--- src/rtl/vga_pixel_pipe.sv ---
// vga_pixel_pipe: derives pixel position from sync edges, fetches framebuffer pixels and drives aligned RGB/DE/syncs
module vga_pixel_pipe #(
    parameter int H_START  = 143,
    parameter int H_ACTIVE = 640,
    parameter int V_START  = 35,
    parameter int V_ACTIVE = 480,
    parameter int ADDR_W   = 19,
    parameter int RD_LAT   = 2
) (
    input  logic              CLK,
    input  logic              RST,
    input  logic              H_SYNC,
    input  logic              V_SYNC,
    input  logic              PATTERN_EN,
    output logic              FB_RD,
    output logic [ADDR_W-1:0] FB_ADDR,
    input  logic [7:0]        FB_DATA,
    output logic [2:0]        RED,
    output logic [2:0]        GRN,
    output logic [1:0]        BLU,
    output logic              DE,
    output logic              H_SYNC_OUT,
    output logic              V_SYNC_OUT
);
    localparam logic [10:0] X_LO     = 11'(H_START);
    localparam logic [10:0] X_HI     = 11'(H_START + H_ACTIVE);
    localparam logic [9:0]  Y_LO     = 10'(V_START);
    localparam logic [9:0]  Y_HI     = 10'(V_START + V_ACTIVE);
    localparam logic [10:0] BAR_LAST = 11'(H_ACTIVE / 8 - 1);

    logic              h_prev, v_prev, h_fall, v_fall, vis, pat_q, pat_c;
    logic [10:0]       x_q, x_c, bc_q, bc_c;
    logic [9:0]        y_q, y_c;
    logic [2:0]        k_q, k_c, k_out;
    logic [ADDR_W-1:0] addr_q, addr_c;
    logic [RD_LAT:0]   vis_d, pat_d;
    logic [RD_LAT:0][2:0] k_d;
    logic [RD_LAT+1:0] hs_d, vs_d;

    // Position, bar index, address and frame mode of the pixel whose syncs are sampled this cycle
    always_comb begin
        h_fall = h_prev & ~H_SYNC;
        v_fall = v_prev & ~V_SYNC;
        x_c    = h_fall ? '0 : (&x_q ? x_q : x_q + 11'd1);
        y_c    = v_fall ? '0 : h_fall ? (&y_q ? y_q : y_q + 10'd1) : y_q;
        vis    = (x_c >= X_LO) && (x_c < X_HI) && (y_c >= Y_LO) && (y_c < Y_HI);
        addr_c = v_fall ? '0 : addr_q;
        pat_c  = v_fall ? PATTERN_EN : pat_q;
        bc_c   = (x_c == X_LO || bc_q == BAR_LAST) ? '0 : bc_q + 11'd1;
        k_c    = (x_c == X_LO) ? '0 : (bc_q == BAR_LAST) ? k_q + 3'd1 : k_q;
    end

    // Counters, frame-mode latch and the framebuffer read request
    always_ff @(posedge CLK) begin
        if (RST) begin
            h_prev  <= 1'b0;
            v_prev  <= 1'b0;
            x_q     <= '1;
            y_q     <= '1;
            addr_q  <= '0;
            pat_q   <= 1'b0;
            bc_q    <= '0;
            k_q     <= '0;
            FB_RD   <= 1'b0;
            FB_ADDR <= '0;
        end else begin
            h_prev  <= H_SYNC;
            v_prev  <= V_SYNC;
            x_q     <= x_c;
            y_q     <= y_c;
            addr_q  <= addr_c + ADDR_W'(vis);
            pat_q   <= pat_c;
            bc_q    <= bc_c;
            k_q     <= k_c;
            FB_RD   <= vis & ~pat_c;
            FB_ADDR <= addr_c;
        end
    end

    // Carry pixel attributes alongside the read latency and delay the syncs to match the RGB output
    always_ff @(posedge CLK) begin
        if (RST) begin
            vis_d <= '0;
            pat_d <= '0;
            k_d   <= '0;
            hs_d  <= '1;
            vs_d  <= '1;
        end else begin
            vis_d <= {vis_d[RD_LAT-1:0], vis};
            pat_d <= {pat_d[RD_LAT-1:0], pat_c};
            k_d   <= {k_d[RD_LAT-1:0], k_c};
            hs_d  <= {hs_d[RD_LAT:0], H_SYNC};
            vs_d  <= {vs_d[RD_LAT:0], V_SYNC};
        end
    end

    assign k_out      = k_d[RD_LAT];
    assign H_SYNC_OUT = hs_d[RD_LAT+1];
    assign V_SYNC_OUT = vs_d[RD_LAT+1];

    // Registered DAC output; blanked pixels are forced to black
    always_ff @(posedge CLK) begin
        if (RST) begin
            DE              <= 1'b0;
            {RED, GRN, BLU} <= '0;
        end else begin
            DE              <= vis_d[RD_LAT];
            {RED, GRN, BLU} <= !vis_d[RD_LAT] ? 8'h00 :
                               pat_d[RD_LAT] ? {{3{k_out[2]}}, {3{k_out[1]}}, {2{k_out[0]}}} : FB_DATA;
        end
    end
endmodule

--- config.mk ---
export PLATFORM = sky130hd
export DESIGN_NAME = vga_pixel_pipe
export DESIGN_NICKNAME = d
export VERILOG_FILES = /design/src/rtl/vga_pixel_pipe.sv
export SDC_FILE = /design/constraint.sdc
export NUM_CORES = 1
export LEC_CHECK = 0
export CAP_MARGIN = 20
export CORE_UTILIZATION = 56
export DETAILED_ROUTE_END_ITERATION = 8
export PLACE_DENSITY = 0.79
export RECOVER_POWER = 25
export SYNTH_ARGS = -nofsm -noshare
export SYNTH_HDL_FRONTEND = slang
export SYNTH_SLANG_ARGS = --single-unit
--- constraint.sdc ---
create_clock -name CLK -period 4.6 [get_ports CLK]
set_clock_uncertainty 0.2 [all_clocks]
set_input_delay 0.92 -clock CLK [delete_from_list [all_inputs] [get_ports CLK]]
set_output_delay 0.92 -clock CLK [all_outputs]
set_load 0.02 [all_outputs]
### Word-level counts from Yosys, hierarchy flattened

Index checks and enable logic that the tools add are counted.

| operators by class | value |
|---|---|
| add/sub/neg operators | 5 |
| magnitude comparators | 4 |
| eq/ne operators | 2 |
| muxes and demuxes | 9 |
| bitwise operators | 7 |
| reductions and logical operators | 9 |

Operators with widths:

| cell | count |
|---|---|
| $mux W10 | 3 |
| $add A11 B1 Y11 const B | 2 |
| $mux W11 | 2 |
| $add A19 B1 Y19 | 1 |
| $mux W19 | 1 |
| $eq A11 B7 Y1 const B | 1 |
| $eq A11 B8 Y1 const B | 1 |
| $ge A11 B8 Y1 const B | 1 |
| $lt A11 B10 Y1 const B | 1 |
| $reduce_and A11 Y1 | 1 |
| $add A10 B1 Y10 const B | 1 |
| $ge A10 B6 Y1 const B | 1 |
| $lt A10 B10 Y1 const B | 1 |
| $reduce_and A10 Y1 | 1 |
| $mux W8 | 1 |
| $reduce_or A2 Y1 | 3 |
| $not A1 Y1 | 4 |
| $add A3 B1 Y3 const B | 1 |
| $and A1 B1 Y1 | 3 |
| $logic_and A1 B1 Y1 | 3 |
| $mux W3 | 1 |
| $logic_or A1 B1 Y1 | 1 |
| $mux W1 | 1 |

| word-level totals | value |
|---|---|
| bits in registers | 106 |
| input bits | 13 |
| output and inout port bits | 31 |
| word-level logic and storage cells | 56 |

### Depth between registers and ports, before layout

Gate-level depths: netlist (run 1).

| logic depth | value |
|---|---|
| depth after elaboration | 8 |
| gate-level depth with buffers | 16 |
| mapped depth without buffers | 16 |

### Worst setup path after synthesis (run 1)

OpenSTA, ideal clock, no wires.

| path | value |
|---|---|
| kind | input -> register |
| start | in H_SYNC |
| end | reg addr_q[18] |
| setup time | 0.071 ns |
| arrival | 3.849 ns |
| setup slack | 0.480 ns |
| stages on the path | 15 |
| cells stage by stage | nand2b_1 buf_2 nor3_1 nand4_1 a21boi_0 o221a_2 nand4_1 nor2_1 ha_1 ha_1 nand2_1 nor3_1 nand3_1 or3_1 a21oi_1 |

| on the way | value |
|---|---|
| longest elaborated chain between the ends | 8 |
| elaborated cells between the ends (all ways) | 13 |
| classes of those cells | add/sub: 1; order compare: 4; mux: 3; bitwise: 2; reduce/logical: 3 |

Ends and longest elaborated chain:

| item | line | text |
|---|---|---|
| start, declared | 12 | `input logic H_SYNC,` |
| $not A1 Y1 * | 42 | `h_fall = h_prev & ~H_SYNC;` |
| $and A1 B1 Y1 * | 42 |  |
| $mux W10 or $mux W11 (tied branches) | 45, 44 |  |
| $mux W10, or another cell as far along | 45 | `y_c = v_fall ? '0 : h_fall ? (&y_q ? y_q : y_q + 10'd1) : y_q;` |
| $ge A10 B6 Y1 or $logic_and A1 B1 Y1 (tied branches) | 46 | `vis = (x_c >= X_LO) && (x_c < X_HI) && (y_c >= Y_LO) && (y_c < Y_HI);` |
| $logic_and A1 B1 Y1 | 46 |  |
| $logic_and A1 B1 Y1 * | 46 |  |
| named net vis | 31 | `logic h_prev, v_prev, h_fall, v_fall, vis, pat_q, pat_c;` |
| $add A19 B1 Y19 * | 71 | `addr_q <= addr_c + ADDR_W'(vis);` |
| end signal, assigned | 71 |  |
| end, declared | 35 | `logic [ADDR_W-1:0] addr_q, addr_c;` |

The timed path passes the listed nets; every way through them passes the cells marked *.
A chain may end at the register's enable or synchronous reset.

### Final worst setup path (run 1)

Same ends and word-level chain as after synthesis.

==> results of run 1 <==
registers in the layout, summed over array words and instances (netlist names), 4 cells and up:
name	cells
addr_q	19
k_d	6
bc_q	11
hs_d	4
vs_d	4
x_q	11
FB_ADDR	19
y_q	10
where the power goes:
part / leakage, nW / switching, W / internal, W
registers: 0.853 / 0.0000778 / 0.000963
logic: 1.12 / 0.000277 / 0.000211
clock network: 0.0903 / 0.000313 / 0.000206
metrics by stage:
stage                     cell area [sq um]  hold slack (ns)
after global placement                 4857           0.1921
after global routing                   5030           0.2320
after CTS                              5037           0.2215
after detailed placement               4857           0.1966
after floorplan                        4239           0.1895
final                                  5030           0.2148
synthesized netlist by cell type, drive strengths merged (3+ instances only):
master	count
a31oi	5
or2	15
or3	5
clkbuf	12
o21ai	18
and2	5
a21oi	20
buf	5
nor2	46
xor2	16
and3	27
nor3	12
or4	3
dfxtp	105
nand2b	14
nand2	45
nor2b	16
nand4	12
nand3	27
inv	7
xnor2	13
nor4	4
ha	6
mux2i	8
o311ai	3
cells by family (layout without fill, tap and decap cells):
logic type                 count (synthesis)  count (layout)  share of synthesized area [%]
xor gates and xnor gates                  29              29                          5.992
and+or+nand+nor                          233             233                          28.63
buffers and inverters                     24              85                          2.479
adders and majority gates                  6               6                          1.771
muxes                                      9               9                          2.155
DFF                                      105             105                          49.59
AOI/OAI and AO/OA                         59              59                          9.386
layout make-up:
type / count / share of cell area (%)
Sequential cell: 105 / 41.79
Inverter: 7 / 0.5224
Clock inverter: 6 / 1.045
Multi-Input combinational cell: 336 / 40.40
Timing Repair Buffer: 62 / 11.24
Tap cell: 99 / 2.463
Clock buffer: 10 / 2.537
worst max-delay path by stage:
stage                      end  slack [ns]   start
floorplan           addr_q[18]        0.48  H_SYNC
global placement    addr_q[14]        0.13  H_SYNC
detailed placement  addr_q[18]       -0.09  H_SYNC
CTS                 addr_q[18]        0.26  H_SYNC
global route        addr_q[18]        0.02  H_SYNC
finish              addr_q[18]        0.25  H_SYNC
critical path, stage by stage:
cell and delay, ns:
clkdlybuf4s50_1 0.45, nor2b_1 0.38, buf_4 0.21, o31a_1 0.16
o22ai_1 0.07, nor4_1 0.38, nand2b_1 0.16, nand4_1 0.12
nor2_1 0.13, ha_1 0.21, ha_1 0.19, nand2_1 0.09
nor3_1 0.31, nand3_1 0.14, or3_1 0.36, a21oi_1 0.16
metal layers:
layer / global-route usage (%) / vias to the layer above / routed length (microns)
li1: - / 1716 / -
met1: 26.93 / 1593 / 3725
met2: 38.32 / 68 / 4069
met3: 5.448 / 4 / 393
met4: 8.081 / 0 / 57
met5: 0 / - / 0
repair_timing:
item	CTS	global route
setup endpoints to repair	0	4
hold endpoints to repair	0	0
gates resized for setup	0	1
==> impl_metrics.json, run 1 <==
{
  "status": "finished with violations",
  "violations": "max-capacitance violations, max-slew violations",
  "tightest_slew_ns": 1.786,
  "cts_setup_buffers": 0,
  "tns_ns": 0,
  "rsz0062_at_grt": "no",
  "power_density_nw_per_um2": 407.0,
  "fp.dieH_microns": 89.01,
  "dp.cells": 609,
  "rr_startpoint": "x_q[0]",
  "dr.pass1.iters": 4,
  "hold_buffers": 0,
  "hold_path.class": "reg2reg",
  "fmax_mhz": 230.1,
  "synth_warnings": 0,
  "ir_worst_vdd_mv": 0.2266,
  "diodes": 0,
  "crit_arrival_ns": 4.42,
  "tritoncts": "built",
  "syn-cell-area_sq_um": 4239,
  "pre_cts_ws_ns": -0.09154,
  "drcViolationCount": 0,
  "mostFrequentLayoutCells": "dfxtp_1, nor2_1, nand2_1, clkdlybuf4s50_1, nand3_1",
  "layout_commonest_cell": "dfxtp_1",
  "fin_crit_ns": 4.345,
  "final_util_pct": 68.98,
  "r2r_end": "addr_q[18]",
  "core_sq_um": 7292,
  "yosysSeqAreaShare_pct": 49.59,
  "min_path_cells": 1,
  "p_leak_nw": 2.066,
  "slew_headroom_pct": -19.07,
  "place.gp.congestion": 0.8708,
  "synth_edf_count": 0,
  "cts-htree-levels": 3,
  "synth_area_per_cell_sq_um": 9.116,
  "port_buffers": 43,
  "yosysTopAreaCell": "dfxtp_1",
  "postSynthCellCount": 465,
  "wl_per_cell_microns": 13.19,
  "synth.distinct_cells": 47,
  "register_area_sq_um": 2102,
  "fin_crit_sh_pct": 94.46,
  "power_w": 0.002047,
  "dp_hpwl_microns": 5787,
  "clk_pin_slew_worst_paths_ns": 0.10,
  "drive_above_1_share_pct": 11.41,
  "hold_viol_final": 0,
  "first_iter_violations": 183,
  "clock-sinks": 105,
  "drtAntennaViolNets": 0,
  "crit_path_max_fanout": 6,
  "vias": 3381,
  "start_kind": "primary input",
  "hold_end": "vs_d[2]",
  "synth_seq_cells": 105,
  "synthTopCellsByArea": "dfxtp_1, nor2_1, nand2_1, and3_1, xor2_1",
  "grt_usage_pct": 22.17,
  "critPathKind": "in2reg",
  "cap_violations": 1,
  "synth.top_cell.area_share_pct": 49.59,
  "cts_buffer_depth": 2,
  "hp-start": "vs_d[1]",
  "drv_slew": 45,
  "report.final.setup_viol": 0,
  "async_reset_ff_share_pct": 0,
  "grt_max_degree": 45,
  "synth_flop_cell": "dfxtp_1",
  "layout-area-overhead-vs-synth_pct": 18.65,
  "die_w_microns": 89.01,
  "fin_nets": 540,
  "wl_microns": 8245,
  "clock-root-buffer": "clkbuf_8",
  "worstPathRequired_ns": 4.68,
  "start_util_pct": 58.13,
  "setup_ws_ns": 0.2549,
  "grt_pass1_vias": 3179,
  "grt_pass1_wl_microns": 13710,
  "dieArea_sq_um": 7922,
  "placementRows": 31,
  "pin_count": 44,
  "vias_per_cell": 5.410,
  "overflow": 0,
  "multi_input_area_sq_um": 2032,
  "endpoint_kind": "register",
  "antenna_found_initial": 0,
  "numCtsBuffers": 9,
  "synth_nets": 484,
  "ff2ff_path_depth": 15,
  "worstSkewPairLatency_ns": 0.37,
  "fin_cells": 625,
  "fillers": 611,
  "r2r_slack_ns": 0.54
}
No activity file was read; power rests on OpenSTA's default activity.
==> inputs of run 2 (changes only) <==
--- a/config.mk
+++ b/config.mk
@@ -6,9 +6,8 @@
 export NUM_CORES = 1
 export LEC_CHECK = 0
 export CAP_MARGIN = 20
-export CORE_UTILIZATION = 56
+export CORE_UTILIZATION = 35
 export DETAILED_ROUTE_END_ITERATION = 8
-export PLACE_DENSITY = 0.79
 export RECOVER_POWER = 25
 export SYNTH_ARGS = -nofsm -noshare
 export SYNTH_HDL_FRONTEND = slang
==> run 2 against run 1 <==
The run ends with design-rule violations, max-capacitance violations, max-slew violations left. Global-route usage fell by 7.6 points. Die area increased by 58%. Worst setup slack better by 0.13 ns. Non-clock buffer count shrank 1. Largest cell class unchanged. Largest power group unchanged. Highest routed layer unchanged.
==> impl_metrics.json, run 2 (same netlist as run 1, synthesis figures left out) <==
{
  "placed_cell_area_sq_um": 4905,
  "fmax_mhz": 237.4,
  "crit_arrival_ns": 4.28,
  "p_leak_nw": 2.122,
  "route.layer.met1.wl_microns": 4149,
  "maxUsedRoutingLayer": "met4",
  "cpMaxStageDelayCell": "clkdlybuf4s50_1",
  "cts_setup_buffers": 0,
  "grt_max_degree": 44,
  "wl_microns": 8380,
  "critical_path.cell_chain": "clkdlybuf4s50_1 > nor2b_4 > nand3_1 > o211a_1 > nor4_1 > nand2b_1 > nand4_1 > nor2_1 > ha_1 > ha_1 > nand2_1 > nor3_2 > nand3_1 > or3_1 > a21oi_1",
  "hp-start": "hs_d[1]",
  "port_buffers": 43,
  "power_w": 0.002283,
  "reg_top3": "FB_ADDR (19), addr_q (19)",
  "final_area_sq_um": 5210,
  "dieArea_sq_um": 12560,
  "vias_per_cell": 5.007,
  "rr_startpoint": "x_q[0]",
  "slowest_delay_ns": 0.48,
  "power_density_nw_per_um2": 438.3,
  "pin_count": 44,
  "setup_ws_ns": 0.3871,
  "wl_met3_microns": 400,
  "slew_headroom_pct": -16.15,
  "ir_worst_vdd_mv": 0.2526,
  "crit_start": "H_SYNC",
  "first_iter_violations": 196,
  "status": "finished with violations",
  "drcViolationCount": 8,
  "fin_nets": 539,
  "hold_path.class": "reg2reg",
  "fin_cells": 668,
  "die_w_microns": 112.1,
  "drive_above_1_share_pct": 11.81,
  "endpoint_kind": "register",
  "cts_buffer_depth": 2,
  "fillers": 1116,
  "core_sq_um": 11610,
  "dr.pass1.iters": 8,
  "start_util_pct": 36.50,
  "tritoncts": "built",
  "clock-sinks": 105,
  "place.gp.congestion": 0.7957,
  "mostFrequentLayoutCells": "dfxtp_1, nor2_1, nand2_1, clkdlybuf4s50_1, nand3_1",
  "wl_per_cell_microns": 12.54,
  "report.final.setup_viol": 0,
  "cts-htree-levels": 3,
  "fp.dieH_microns": 112.1,
  "hold_buffers": 0,
  "drtAntennaViolNets": 0,
  "critPathKind": "in2reg",
  "clock-root-buffer": "clkbuf_16",
  "cp.buffers_inverters": 1,
  "numCtsBuffers": 9,
  "cap_violations": 1,
  "clk_pin_slew_worst_paths_ns": 0.07,
  "dp_hpwl_microns": 5784,
  "violations": "design-rule violations, max-capacitance violations, max-slew violations",
  "fin_crit_sh_pct": 91.59,
  "dp.cells": 652,
  "vias": 3345,
  "worstPathRequired_ns": 4.67,
  "met2WireLength_microns": 3742,
  "worstSkewPairLatency_ns": 0.34,
  "placementRows": 39,
  "drv_slew": 44,
  "layout-area-overhead-vs-synth_pct": 22.90,
  "start_kind": "primary input",
  "grt_usage_pct": 14.57,
  "rsz0062_at_grt": "no",
  "diodes": 0,
  "pre_cts_ws_ns": -0.4029,
  "crit_family": "simple AND/OR/NAND/NOR gates",
  "crit_path_max_fanout": 11,
  "layout_commonest_cell": "dfxtp_1",
  "fin_crit_ns": 4.213,
  "grt_pass1_vias": 3206,
  "overflow": 0,
  "grt_pass1_wl_microns": 14860,
  "tightest_slew_ns": 1.742,
  "antenna_found_initial": 0,
  "tns_ns": 0,
  "hold_viol_final": 0
}
[run 2: cell type report]
class / instances / area, sq um / area share (%)
inverter: 7 / 26.28 / 0.5043
tap: 143 / 178.9 / 3.434
clock buffer: 11 / 232.7 / 4.467
multi-input combinational: 336 / 2047 / 39.29
sequential: 105 / 2102 / 40.35
timing repair buffer: 61 / 561.8 / 10.78
clock inverter: 5 / 61.31 / 1.177
[run 2: where the power goes]
group,internal [W],switching [W]
Combinational,0.000211,0.000274
Clock,0.000427,0.000333
Sequential,0.000963,0.0000760
[run 2: worst register-to-register path, delay by kind of cell (launching register included)]
family                   cells  cell delay (ns)
AND/OR/NAND/NOR              9             1.84
AO/OA/AOI/OAI                3             0.72
adder cells (fa/ha/maj)      3             0.67
flip-flops                   1             0.36
[run 2: worst paths after layout]
check / end / depth (start not counted) / slack, ns
hold / removal: hs_d[2] / 1 / 0.20
setup reg to reg: addr_q[18] / 15 / 0.74
hold reg to reg: hs_d[2] / 1 / 0.20
setup / recovery: addr_q[18] / 15 / 0.39
[run 2: routing by layer]
metal / up-vias / track usage [%]
li1: 1721 / -
met1: 1531 / 19.10
met2: 85 / 22.77
met3: 8 / 4.050
met4: 0 / 5.689
met5: - / 0
[run 2: through the flow]
step	hold slack, ns	utilization [%]
after floorplan	0.1895	-
after global placement	0.1983	42.23
after detailed placement	0.1988	42.23
after CTS	0.2111	44.79
after global routing	0.2225	44.86
final	0.2044	44.86
[run 2: repair_timing]
item                                    CTS  global route
pin swaps                                 0             0
endpoints found under the setup margin    1             7
gates resized for setup                   1             4
